===== src/rtl/cordic_pkg.sv =====
// Shared constants and types for the iterative CORDIC engine: default sizes,
// arctangent table in binary-angle units (2^15 LSB = pi) and the FSM state type.
package cordic_pkg;

    localparam int DW_DEFAULT   = 16;
    localparam int ITER_DEFAULT = 15;
    localparam int ATAN_LEN     = 16;

    // round(atan(2^-i) * 2^15 / pi)
    localparam int ATAN_TABLE [ATAN_LEN] = '{
        8192, 4836, 2555, 1297, 651, 326, 163, 81,
        41,   20,   10,   5,    3,   1,   1,   0
    };

    typedef enum logic [1:0] {
        ST_IDLE,
        ST_RUN,
        ST_DONE
    } state_t;

endpackage


===== src/rtl/cordic_microrot.sv =====
// Combinational single CORDIC micro-rotation: arithmetic shift by i, add/sub
// with wraparound, and angle update from the arctangent table.
module cordic_microrot
    import cordic_pkg::*;
#(
    parameter int dw = DW_DEFAULT,
    parameter int IW = 4
) (
    input  logic signed [dw-1:0] x,
    input  logic signed [dw-1:0] y,
    input  logic signed [dw-1:0] z,
    input  logic        [IW-1:0] i,
    input  logic                 d_pos,
    output logic signed [dw-1:0] x_next,
    output logic signed [dw-1:0] y_next,
    output logic signed [dw-1:0] z_next
);

    logic signed [dw-1:0] x_sh;
    logic signed [dw-1:0] y_sh;
    logic signed [dw-1:0] atan_val;

    always_comb begin
        x_sh     = x >>> i;
        y_sh     = y >>> i;
        atan_val = '0;
        if (int'(i) < ATAN_LEN) begin
            atan_val = dw'(ATAN_TABLE[i]);
        end
        if (d_pos) begin
            x_next = x - y_sh;
            y_next = y + x_sh;
            z_next = z - atan_val;
        end else begin
            x_next = x + y_sh;
            y_next = y - x_sh;
            z_next = z + atan_val;
        end
    end

endmodule


===== src/rtl/cordic_mux2.sv =====
// 2:1 word select used for operand load (sel=0) versus register feedback (sel=1).
module cordic_mux2 #(
    parameter int W = 16
) (
    input  logic         sel,
    input  logic [W-1:0] a,
    input  logic [W-1:0] b,
    output logic [W-1:0] y
);

    assign y = sel ? b : a;

endmodule


===== src/rtl/cordic_iter_core.sv =====
// Iterative CORDIC engine: loads X/Y/Z on start, runs ITER micro-rotations, pulses done.
// Optional vectoring mode (MODE port) is enabled by defining CORDIC_VECTOR_EN.
module cordic_iter_core
    import cordic_pkg::*;
#(
    parameter int dw   = DW_DEFAULT,
    parameter int ITER = ITER_DEFAULT
) (
    input  logic          clk,
    input  logic          rst,
    input  logic          start,
`ifdef CORDIC_VECTOR_EN
    input  logic          MODE,
`endif
    input  logic [dw-1:0] X_IN,
    input  logic [dw-1:0] Y_IN,
    input  logic [dw-1:0] Z_IN,
    output logic          sel,
    output logic [dw-1:0] X_OUT,
    output logic [dw-1:0] Y_OUT,
    output logic [dw-1:0] Z_OUT,
    output logic          busy,
    output logic          done
);

    localparam int IW = $clog2(dw);

    state_t               state_reg;
    logic        [IW-1:0] i_reg;
    logic signed [dw-1:0] x_reg, y_reg, z_reg;
    logic                 sel_reg, busy_reg, done_reg;
    logic signed [dw-1:0] x_rot, y_rot, z_rot;
    logic                 d_pos;
    logic        [dw-1:0] in_words  [3];
    logic        [dw-1:0] fb_words  [3];
    logic        [dw-1:0] sel_words [3];

`ifdef CORDIC_VECTOR_EN
    logic mode_reg;
    // Vectoring steers Y toward zero; rotation steers Z toward zero.
    assign d_pos = mode_reg ? y_reg[dw-1] : ~z_reg[dw-1];
`else
    assign d_pos = ~z_reg[dw-1];
`endif

    cordic_microrot #(
        .dw (dw),
        .IW (IW)
    ) u_microrot (
        .x      (x_reg),
        .y      (y_reg),
        .z      (z_reg),
        .i      (i_reg),
        .d_pos  (d_pos),
        .x_next (x_rot),
        .y_next (y_rot),
        .z_next (z_rot)
    );

    assign in_words[0] = X_IN;
    assign in_words[1] = Y_IN;
    assign in_words[2] = Z_IN;
    assign fb_words[0] = x_rot;
    assign fb_words[1] = y_rot;
    assign fb_words[2] = z_rot;

    generate
        for (genvar gi = 0; gi < 3; gi++) begin : g_sel
            cordic_mux2 #(
                .W (dw)
            ) u_mux (
                .sel (sel_reg),
                .a   (in_words[gi]),
                .b   (fb_words[gi]),
                .y   (sel_words[gi])
            );
        end
    endgenerate

    always_ff @(posedge clk or posedge rst) begin
        if (rst) begin
            state_reg <= ST_IDLE;
            i_reg     <= '0;
            x_reg     <= '0;
            y_reg     <= '0;
            z_reg     <= '0;
            sel_reg   <= 1'b0;
            busy_reg  <= 1'b0;
            done_reg  <= 1'b0;
`ifdef CORDIC_VECTOR_EN
            mode_reg  <= 1'b0;
`endif
        end else begin
            case (state_reg)
                ST_RUN: begin
                    x_reg <= sel_words[0];
                    y_reg <= sel_words[1];
                    z_reg <= sel_words[2];
                    i_reg <= i_reg + IW'(1);
                    if (i_reg == IW'(ITER - 1)) begin
                        state_reg <= ST_DONE;
                        sel_reg   <= 1'b0;
                        busy_reg  <= 1'b0;
                        done_reg  <= 1'b1;
                    end
                end
                default: begin
                    // IDLE and DONE both accept a new load; sel is 0 so the muxes pass *_IN.
                    done_reg <= 1'b0;
                    if (start) begin
                        x_reg     <= sel_words[0];
                        y_reg     <= sel_words[1];
                        z_reg     <= sel_words[2];
                        i_reg     <= '0;
                        state_reg <= ST_RUN;
                        sel_reg   <= 1'b1;
                        busy_reg  <= 1'b1;
`ifdef CORDIC_VECTOR_EN
                        mode_reg  <= MODE;
`endif
                    end else begin
                        state_reg <= ST_IDLE;
                    end
                end
            endcase
        end
    end

    assign sel   = sel_reg;
    assign busy  = busy_reg;
    assign done  = done_reg;
    assign X_OUT = x_reg;
    assign Y_OUT = y_reg;
    assign Z_OUT = z_reg;

endmodule


===== config.mk =====
export PLATFORM = sky130hd
export DESIGN_NAME = cordic_iter_core
export DESIGN_NICKNAME = d
export VERILOG_FILES = /design/src/rtl/cordic_pkg.sv /design/src/rtl/cordic_microrot.sv /design/src/rtl/cordic_mux2.sv /design/src/rtl/cordic_iter_core.sv
export SDC_FILE = /design/constraint.sdc
export NUM_CORES = 1
export LEC_CHECK = 0
export ABC_AREA = 1
export ABC_CLOCK_PERIOD_IN_PS = 7650
export CORE_MARGIN = 2
export CORE_UTILIZATION = 45
export DETAILED_ROUTE_END_ITERATION = 7
export PLACE_DENSITY = 0.7
export SLEW_MARGIN = 20
export SYNTH_ARGS = -nofsm -noshare
export SYNTH_HDL_FRONTEND = slang
export SYNTH_SLANG_ARGS = --single-unit

===== constraint.sdc =====
create_clock -name clk -period 7.65 [get_ports clk]
set_input_delay 2.295 -clock clk [delete_from_list [all_inputs] [get_ports clk]]
set_output_delay 2.295 -clock clk [all_outputs]
set_load 0.005 [all_outputs]

# ---- Word level (Yosys, flattened, before mapping)
# Memory sizes are Yosys's and may differ from the RTL's.
# Index checks and enable logic that the tools add are counted.
dict set report totals {
  out_inout_bits 51
  wordCells 48
  latch_bits 0
  memories 1
  romBits 512
  register_bits 56
  inputBits 51
  ramBits 0
}
dict set report classes {
  div 0
  magnitude_cmp 1
  multipliers 0
  bitwise_logic 1
  add_sub_neg 7
  n_eq_ne 3
  shifts 2
  reduce_logical 2
  n_mux 24
}
# name depth word_bits rd rd_clocked_by_memory_dff wr line_no
set mem_list {}
lappend mem_list {{(name not given)} 16 32 1 0 0 cordic_microrot.sv:28} ;# atan_val = dw'(ATAN_TABLE[i]);
# op n
set op_table {}
lappend op_table {{$mux 16} 14}
lappend op_table {{$add 16x16->16} 3}
lappend op_table {{$sub 16x16->16} 3}
lappend op_table {{$sshr 16x4->16} 2}
lappend op_table {{$mux 4} 2}
lappend op_table {{$mux 1} 6}
lappend op_table {{$ge 5x5->1 const B} 1}
lappend op_table {{$not 4->5} 1}
lappend op_table {{$add 4x1->4 const B} 1}
lappend op_table {{$eq 4x4->1 const B} 1}
lappend op_table {{$mux 2} 2}
lappend op_table {{$eq 2x1->1 const B} 1}
lappend op_table {{$ne 2x2->1 const B} 1}
lappend op_table {{$reduce_and 2->1} 1}
lappend op_table {{$reduce_bool 2->1} 1}

# ---- Longest topological paths before layout
# Gate-level depths: netlist of the first run.
dict set report depth {
  depth_word 9
  mapped_depth 29
  depth_no_buf 27
}

# ---- Cells and area by module
# A second synthesis of the first run with hierarchy kept.
dict set report unflattened {
  hier_cells 1293
  hier_area_um2 7960.1
}
# mod instances seq_area_each_um2 cells_each area_per_inst_um2
set modules_own_cells {}
lappend modules_own_cells {cordic_microrot 1 0.0 894 5018.6}
lappend modules_own_cells {cordic_iter_core 1 1376.3 243 2209.6}
lappend modules_own_cells {cordic_mux2 3 0.0 52 244.0}

# ---- Least setup slack after synthesis of the first run
# OpenSTA, ideal clock, no wires.
dict set report synth_path {
  kind {input port to flip-flop}
  from {input port start}
  to {register y_reg[0] (netlist: Y_OUT[0])}
  arrival_ns 3.293
  setup_time_ns 0.133
  path_slack_ns 4.224
  path_buffers 2
  t_required_ns 7.517
  path_stages 6
  path_cell_list {nor2_1 clkbuf_1 clkinv_1 clkbuf_1 o211ai_1 o21ai_0}
}
dict set report synth_between {
  elab_chain_len 1
}
# element line_no
set synth_lines {}
lappend synth_lines {{from (decl)} cordic_iter_core.sv:11} ;# input logic start,
lappend synth_lines {{$reduce_bool 2->1 (no source line)} --}
lappend synth_lines {{to (signal assigned)} cordic_iter_core.sv:97} ;# y_reg <= sel_words[1];
lappend synth_lines {{to (signal assigned)} cordic_iter_core.sv:112} ;# y_reg <= sel_words[1];
lappend synth_lines {{to (decl)} cordic_iter_core.sv:30} ;# logic signed [dw-1:0] x_reg, y_reg, z_reg;
# No other way between the ends.
# A chain may end at the register's enable or synchronous reset.

# ---- Worst setup path after layout of the first run
dict set report layout_path {
  from {input port start}
  to {register x_reg[2] (netlist: X_OUT[2])}
}
dict set report layout_between {
  elab_chain_len 1
}
# element line_no
set layout_lines {}
lappend layout_lines {{$reduce_bool 2->1 (no source line)} --}
lappend layout_lines {{to (signal assigned)} cordic_iter_core.sv:96} ;# x_reg <= sel_words[0];
lappend layout_lines {{to (signal assigned)} cordic_iter_core.sv:111} ;# x_reg <= sel_words[0];
lappend layout_lines {{to (decl)} cordic_iter_core.sv:30}
# No other way between the ends.

==> results of run 1 <==
per-layer routing:
layer	part of all wire, %	global-route usage (%)	vias to the layer above
li1	-	-	4043
met1	47	33.40	3523
met2	48	43.06	168
met3	3.9	2.307	18
met4	1.4	5.918	0
met5	0	0	-
worst max path at each step:
stage,from,to,slack (ns),depth (start not counted)
floorplan,rst,X_OUT[0],4.01,1
global placement,start,X_OUT[2],2.62,6
detailed placement,start,X_OUT[2],2.54,6
CTS,start,X_OUT[2],2.87,6
global route,i_reg[2],Y_OUT[14],2.54,22
finish,start,X_OUT[2],2.82,6
cells by family after synthesis:
| logic type | after synthesis |
|---|---|
| AO/OA/AOI/OAI | 225 |
| XOR/XNOR | 52 |
| flip-flops | 55 |
| adder cells (fa/ha/maj) | 65 |
| AND/OR/NAND/NOR | 634 |
| buffers and inverters | 164 |
area by class of cell:
cell class / instances / area, um^2
Clock buffer: 5 / 125.1
Clock inverter: 3 / 26.28
Fill cell: 1662 / 7406
Inverter: 110 / 422.9
Multi-Input combinational cell: 976 / 5251
Sequential cell: 55 / 1378
Tap cell: 216 / 270.3
Timing Repair Buffer: 108 / 1064
metrics by stage:
step           utilization [%]  hold WS [ns]  cell area [um^2]  worst slack, ns
6_report                 53.55        0.5204              8537            2.825
5_1_grt                  53.55        0.5564              8537            2.545
4_1_cts                  53.55        0.5313              8537            2.866
3_5_place_dp             52.60        0.5076              8386            2.544
3_3_place_gp             52.60        0.5072              8386            2.622
2_1_floorplan                -        0.4999              7366            4.012
tightest hold or removal path: stages, from the launching register on:
cell	delay [ns]
dfrtp_1	0.38
nand2_1	0.06
nand2_1	0.05
layout by cell type (no fill, tap or decap), drive strengths merged, types with 3 or more instances in the layout:
cell type	instances
o211ai	7
buf	7
ha	62
nand4	4
nor3	8
or2	4
fa	3
a31oi	14
dfrtp	55
clkdlybuf4s50	101
xnor2	20
a21boi	3
o21ai	105
o21a	3
a21oi	75
o22ai	8
nor2	87
nand3	138
nand2	388
clkbuf	5
inv	111
xor2	32
==> impl_results.md, run 1 <==
- Status: complete, no violations
- Ys async rst share: 100.0%
- Hold Vio Cnt, Final: 0
- Hold path cells: 2
- Slowest stage delay, CP: 1.02 ns
- Reg-to-reg endpoint: X_OUT[13]
- Root Driver: clkbuf_16
- Top-area cell type share of the netlist area: 18.75%
- Clk_lat worst skew: 0.32 ns
- DRC Markers: 0
- Synthesized instance count: 1195
- Netlist Area Pre-Place: 7366 um^2
- Boundary pin count: 102
- Delay-heaviest family, CP: buffers and inverters
- Initial Util: 46.20%
- Clock skew: 0.008148 ns
- CP Cell Sequence: clkdlybuf4s50_1, nor2_4, buf_4, clkinv_1, o211ai_1, o21ai_0
- Share of cells above drive strength 1: 5.489%
- Critical path buffers and inverters: 3
- Primary FF master, synth: dfrtp_1
- Synthesis Warnings: 0
- Fmax: 207.2 MHz
- 1st-iter DRT viols: 518
- Overall global routing resource usage: 24.85%
- Cells on worst reg2reg path: 23
- Least-Margin Pin Slew: 1.066 ns
- GRT overflow: 0
- Post-CTS Setup Inserts: 0
- Post-synthesis mux area share: 0%
- Cell taking the most area after synthesis: nand2_1
- Synth Area in Compound Gates: 16.94%
- Fin nets: 1372
- Avg Cell Area, Syn: 6.164 um^2
- DP Cell Count: 1465
- Clock Pin Slew Worst Setup and Hold Paths: 0.09 ns
- Detailed placer's ending HPWL: 15990 um
- CTS tree: done
- Port Buffers: 101
- Cts hold-fix bufs: 0
- RSZ-0062 raised after global routing: no
- Synth top area cells: nand2_1 19%, dfrtp_1 19%, ha_1 11%
- Post-synth top cells: 368 x nand2_1, 134 x nand3_1, 104 x inv_1
- R2r setup slk: 3.08 ns
- Rel. slew slack: 28.86%
- Most numerous cell in the Yosys netlist: nand2_1
- Largest family of logic cells by synthesized area: simple AND/OR/NAND/NOR gates
- Crit path time final: 4.825 ns
- Critical Path Sink Type: register
- DR WL/cell: 14.53 um
- H-tree levels: 2
- Vias in the first global route: 7319
- Die span in y: 131.9 um
- WS Path Type: in2reg
- Final max-slew violation count: 0
- Post-synthesis simple-gate area fraction: 36.72%
- Worst Path Required: 7.82 ns
- Post-Synth XOR/XNOR Area: 6.183%
- Die area: 17410 um^2
- First-pass DRT Iterations: 7
- Final setup TNS: 0 ns
- Final period util: 63.08%
- Seq/Total Area, Yosys: 18.69%
- CP Launch Type: primary input
- Clock Sinks: 55
- Setup-failing EPs final: 0
- TritonCTS Buffers: 5
- Critical path's slowest cell: clkinv_1
- Reg-to-Reg Start: i_reg[2]
- Hold path start: Z_OUT[12]
- Final wirelength: 21410 um
- Routed Antenna Nets: 0
- Hold Path Sink: Z_OUT[12]
- Via Count: 7752
- Largest net degree at the start of global routing: 76
- Crit Path Max Fanout: 74
- Area grow syn2layout: 15.90%
- Number of flops mapped to enable cells by yosys: 0
- CP arrival: 4.99 ns
- Post-synthesis adder-cell area fraction: 11.35%
- CTS max path bufs: 2
- Vias per cell: 5.263
- Die width: 131.9 um
- Synthesized Nets: 1311
- Hold Crit Class: reg2reg
- Initial antenna violation count: 0
- #FFs+latches synth: 55
- Max cap viols: 0
- CTS resizes: 0
- Core Area: 15940 um^2
- Synth cell types: 49
- GPL Wtd Cong: 0.9263
- Non-Filler Instances: 1473
- Antenna cells: 0
- Placement row count: 46
- First-pass GRT wire length: 36110 um
Power of run 1 is not shown: default switching activity piles up to over one toggle a cycle in this logic, so the estimate is an artifact.
==> run 2: changes to the inputs <==
Settings changed: ABC_CLOCK_PERIOD_IN_PS 7650 to 4200, PLACE_DENSITY 0.7 to 0.72.
Clock period 7.65 ns to 4.2 ns, I/O delays scaled along.
==> run 2 against run 1 <==
Cell count up 1.3%; worst setup slack got worse by 2.5 ns; sequential share of layout area down 0.33 points; register-to-register slack lost 2.7 ns; hold slack improved by 0.0036 ns; flip-flop and latch count did not move; utilization rose by 1.3 points; via count is 2.5% higher; clock skew rose by 0.00097 ns; die area unchanged.
==> impl_results.md, run 2 (synthesis results as in run 1) <==
- Status: complete, no violations
- Share of cells above drive strength 1: 7.367% (+1.9 points)
- Setup-failing EPs final: 0 (unchanged)
- Clock Sinks: 55 (unchanged)
- DR WL/cell: 14.39 um (-0.96%)
- Vias per cell: 5.326 (+1.2%)
- Final wirelength: 21470 um (+0.31%)
- CTS max path bufs: 2 (unchanged)
- GPL Wtd Cong: 0.9264 (about the same)
- R2r setup slk: 0.36 ns (-2.72 ns)
- Hold Vio Cnt, Final: 0 (unchanged)
- DRC Markers: 0 (unchanged)
- Routed Antenna Nets: 0 (unchanged)
- WS Path Type: reg2reg
- Die span in y: 131.9 um (unchanged)
- Initial antenna violation count: 0 (unchanged)
- Vias in the first global route: 7278 (-0.56%)
- Least-Margin Pin Slew: 1.031 ns (-0.03503 ns)
- Commonest non-fill, non-tap cell in the layout: nand2_1
- Die area: 17410 um^2 (unchanged)
- Largest net degree at the start of global routing: 74 (-2.6%)
- Boundary pin count: 102 (unchanged)
- Fin nets: 1391 (+1.4%)
- Clock Pin Slew Worst Setup and Hold Paths: 0.08 ns (about the same)
- Met1 Use GR: 32.07% (-1.3 points)
- RSZ-0062 raised after global routing: no
- Initial Util: 46.20% (unchanged)
- Antenna cells: 0 (unchanged)
- Number of filler cells placed in the layout: 1639 (-1.4%)
- H-tree levels: 2 (unchanged)
- Met3 Use GR: 2.884% (+0.58 points)
- Max cap viols: 0 (unchanged)
- Detailed placer's ending HPWL: 16470 um (+3.0%)
- Met2 usage: 43.49% (+0.43 points)
- Area grow syn2layout: 18.62%
- Hold Crit Class: reg2reg
- 1st-iter DRT viols: 504 (-2.7%)
- TritonCTS Buffers: 5 (unchanged)
- Crit Path Max Fanout: 23 (-69%)
- Final setup TNS: 0 ns (unchanged)
- CTS tree: done
- Die width: 131.9 um (unchanged)
- Overall global routing resource usage: 24.59% (-0.25 points)
- First-pass GRT wire length: 35670 um (-1.2%)
- Final max-slew violation count: 0 (unchanged)
- Clk_lat worst skew: 0.31 ns (about the same)
- CP arrival: 4.06 ns (-0.93 ns)
- Critical Path Sink Type: register
- Fmax: 260.2 MHz
- Via Count: 7947 (+2.5%)
- Layer with the highest usage: met2
- Rel. slew slack: 31.20% (+2.3 points)
- Core Area: 15940 um^2 (unchanged)
- First-pass DRT Iterations: 5 (-2)
- Placement row count: 46 (unchanged)
- Crit path time final: 3.843 ns
- GRT overflow: 0 (unchanged)
- Cts hold-fix bufs: 0 (unchanged)
- CP Launch Type: register
- Clock skew: 0.009117 ns (+0.0009691 ns)
- Port Buffers: 101 (unchanged)
- Worst Path Required: 4.41 ns (-3.41 ns)
- Final period util: 91.49%
- Root Driver: clkbuf_16
- Most frequent cells in the layout: 368 x nand2_1, 134 x nand3_1, 103 x inv_1
run 2: cell types whose count changed in the layout (fill, tap and decap cells not counted), moves of 2 or more:
cell / before / now
a21boi_0: 3 / 1
a21boi_1: 0 / 2
buf_4: 7 / 24
dfrtp_1: 54 / 51
dfrtp_2: 1 / 4
inv_6: 2 / 0
o21ai_0: 93 / 91
o21ai_1: 8 / 10
run 2: final timing paths:
kind / cells past startpoint / start / to
max in group asynchronous: 3 / rst / X_OUT[15]
min in group asynchronous: 2 / rst / Z_OUT[8]
setup / recovery: 21 / i_reg[1] / Y_OUT[13]
setup reg to reg: 21 / i_reg[1] / Y_OUT[13]
hold / removal: 2 / Z_OUT[7] / Z_OUT[7]
hold reg to reg: 2 / Z_OUT[7] / Z_OUT[7]
run 2: cell type report:
type	instances	area (um^2)	share of cell area, %
Clock buffer	5	125.1	1.432
Multi-Input combinational cell	976	5263	60.23
Clock inverter	3	28.78	0.3294
Tap cell	216	270.3	3.093
Inverter	110	432.9	4.955
Timing Repair Buffer	127	1236	14.15
Sequential cell	55	1381	15.81
run 2: repair_timing:
item,4_1_cts,5_1_grt
gates resized for setup,0,14
endpoints found under the setup margin,0,14
buffers inserted,0,3
run 2: worst max-delay path, stage by stage, from the launching register on:
cell     delay, ns
dfrtp_2       0.49
inv_4         0.07
buf_4         0.27
nand3_1       0.16
nand3_1       0.11
nand3_1       0.12
nand2_1       0.14
ha_1          0.21
nand3_2       0.11
nor2_1        0.14
nor2_1        0.07
xor2_1        0.14
ha_1          0.37
nand4_1       0.11
o21ai_0       0.27
a31oi_1       0.17
o21ai_0       0.36
nand2_1       0.12
nand3_1       0.09
nand3_1       0.08
nand2_1       0.07
nand2_1       0.04
run 2: layer usage:
layer  up-vias  share of wire [%]
li1       4084                  -
met1      3643                 45
met2       200                 48
met3        20                4.5
met4         0                1.7
met5         -                  0
run 2: through the flow:
stage          cell area, um^2  std cells  util, %  hold WS [ns]  setup slack [ns]
6_report                  8737       1492    54.80        0.5241            0.3573
5_1_grt                   8737       1492    54.80        0.5567          0.004453
4_1_cts                   8665       1488    54.35        0.5289            0.2458
3_5_place_dp              8511       1480    53.38        0.5019            0.2636
3_3_place_gp              8511       1480    53.38        0.5061            0.3251
2_1_floorplan             7366       1195        -        0.4999            0.9024
Power of run 2 is left out for the same reason.
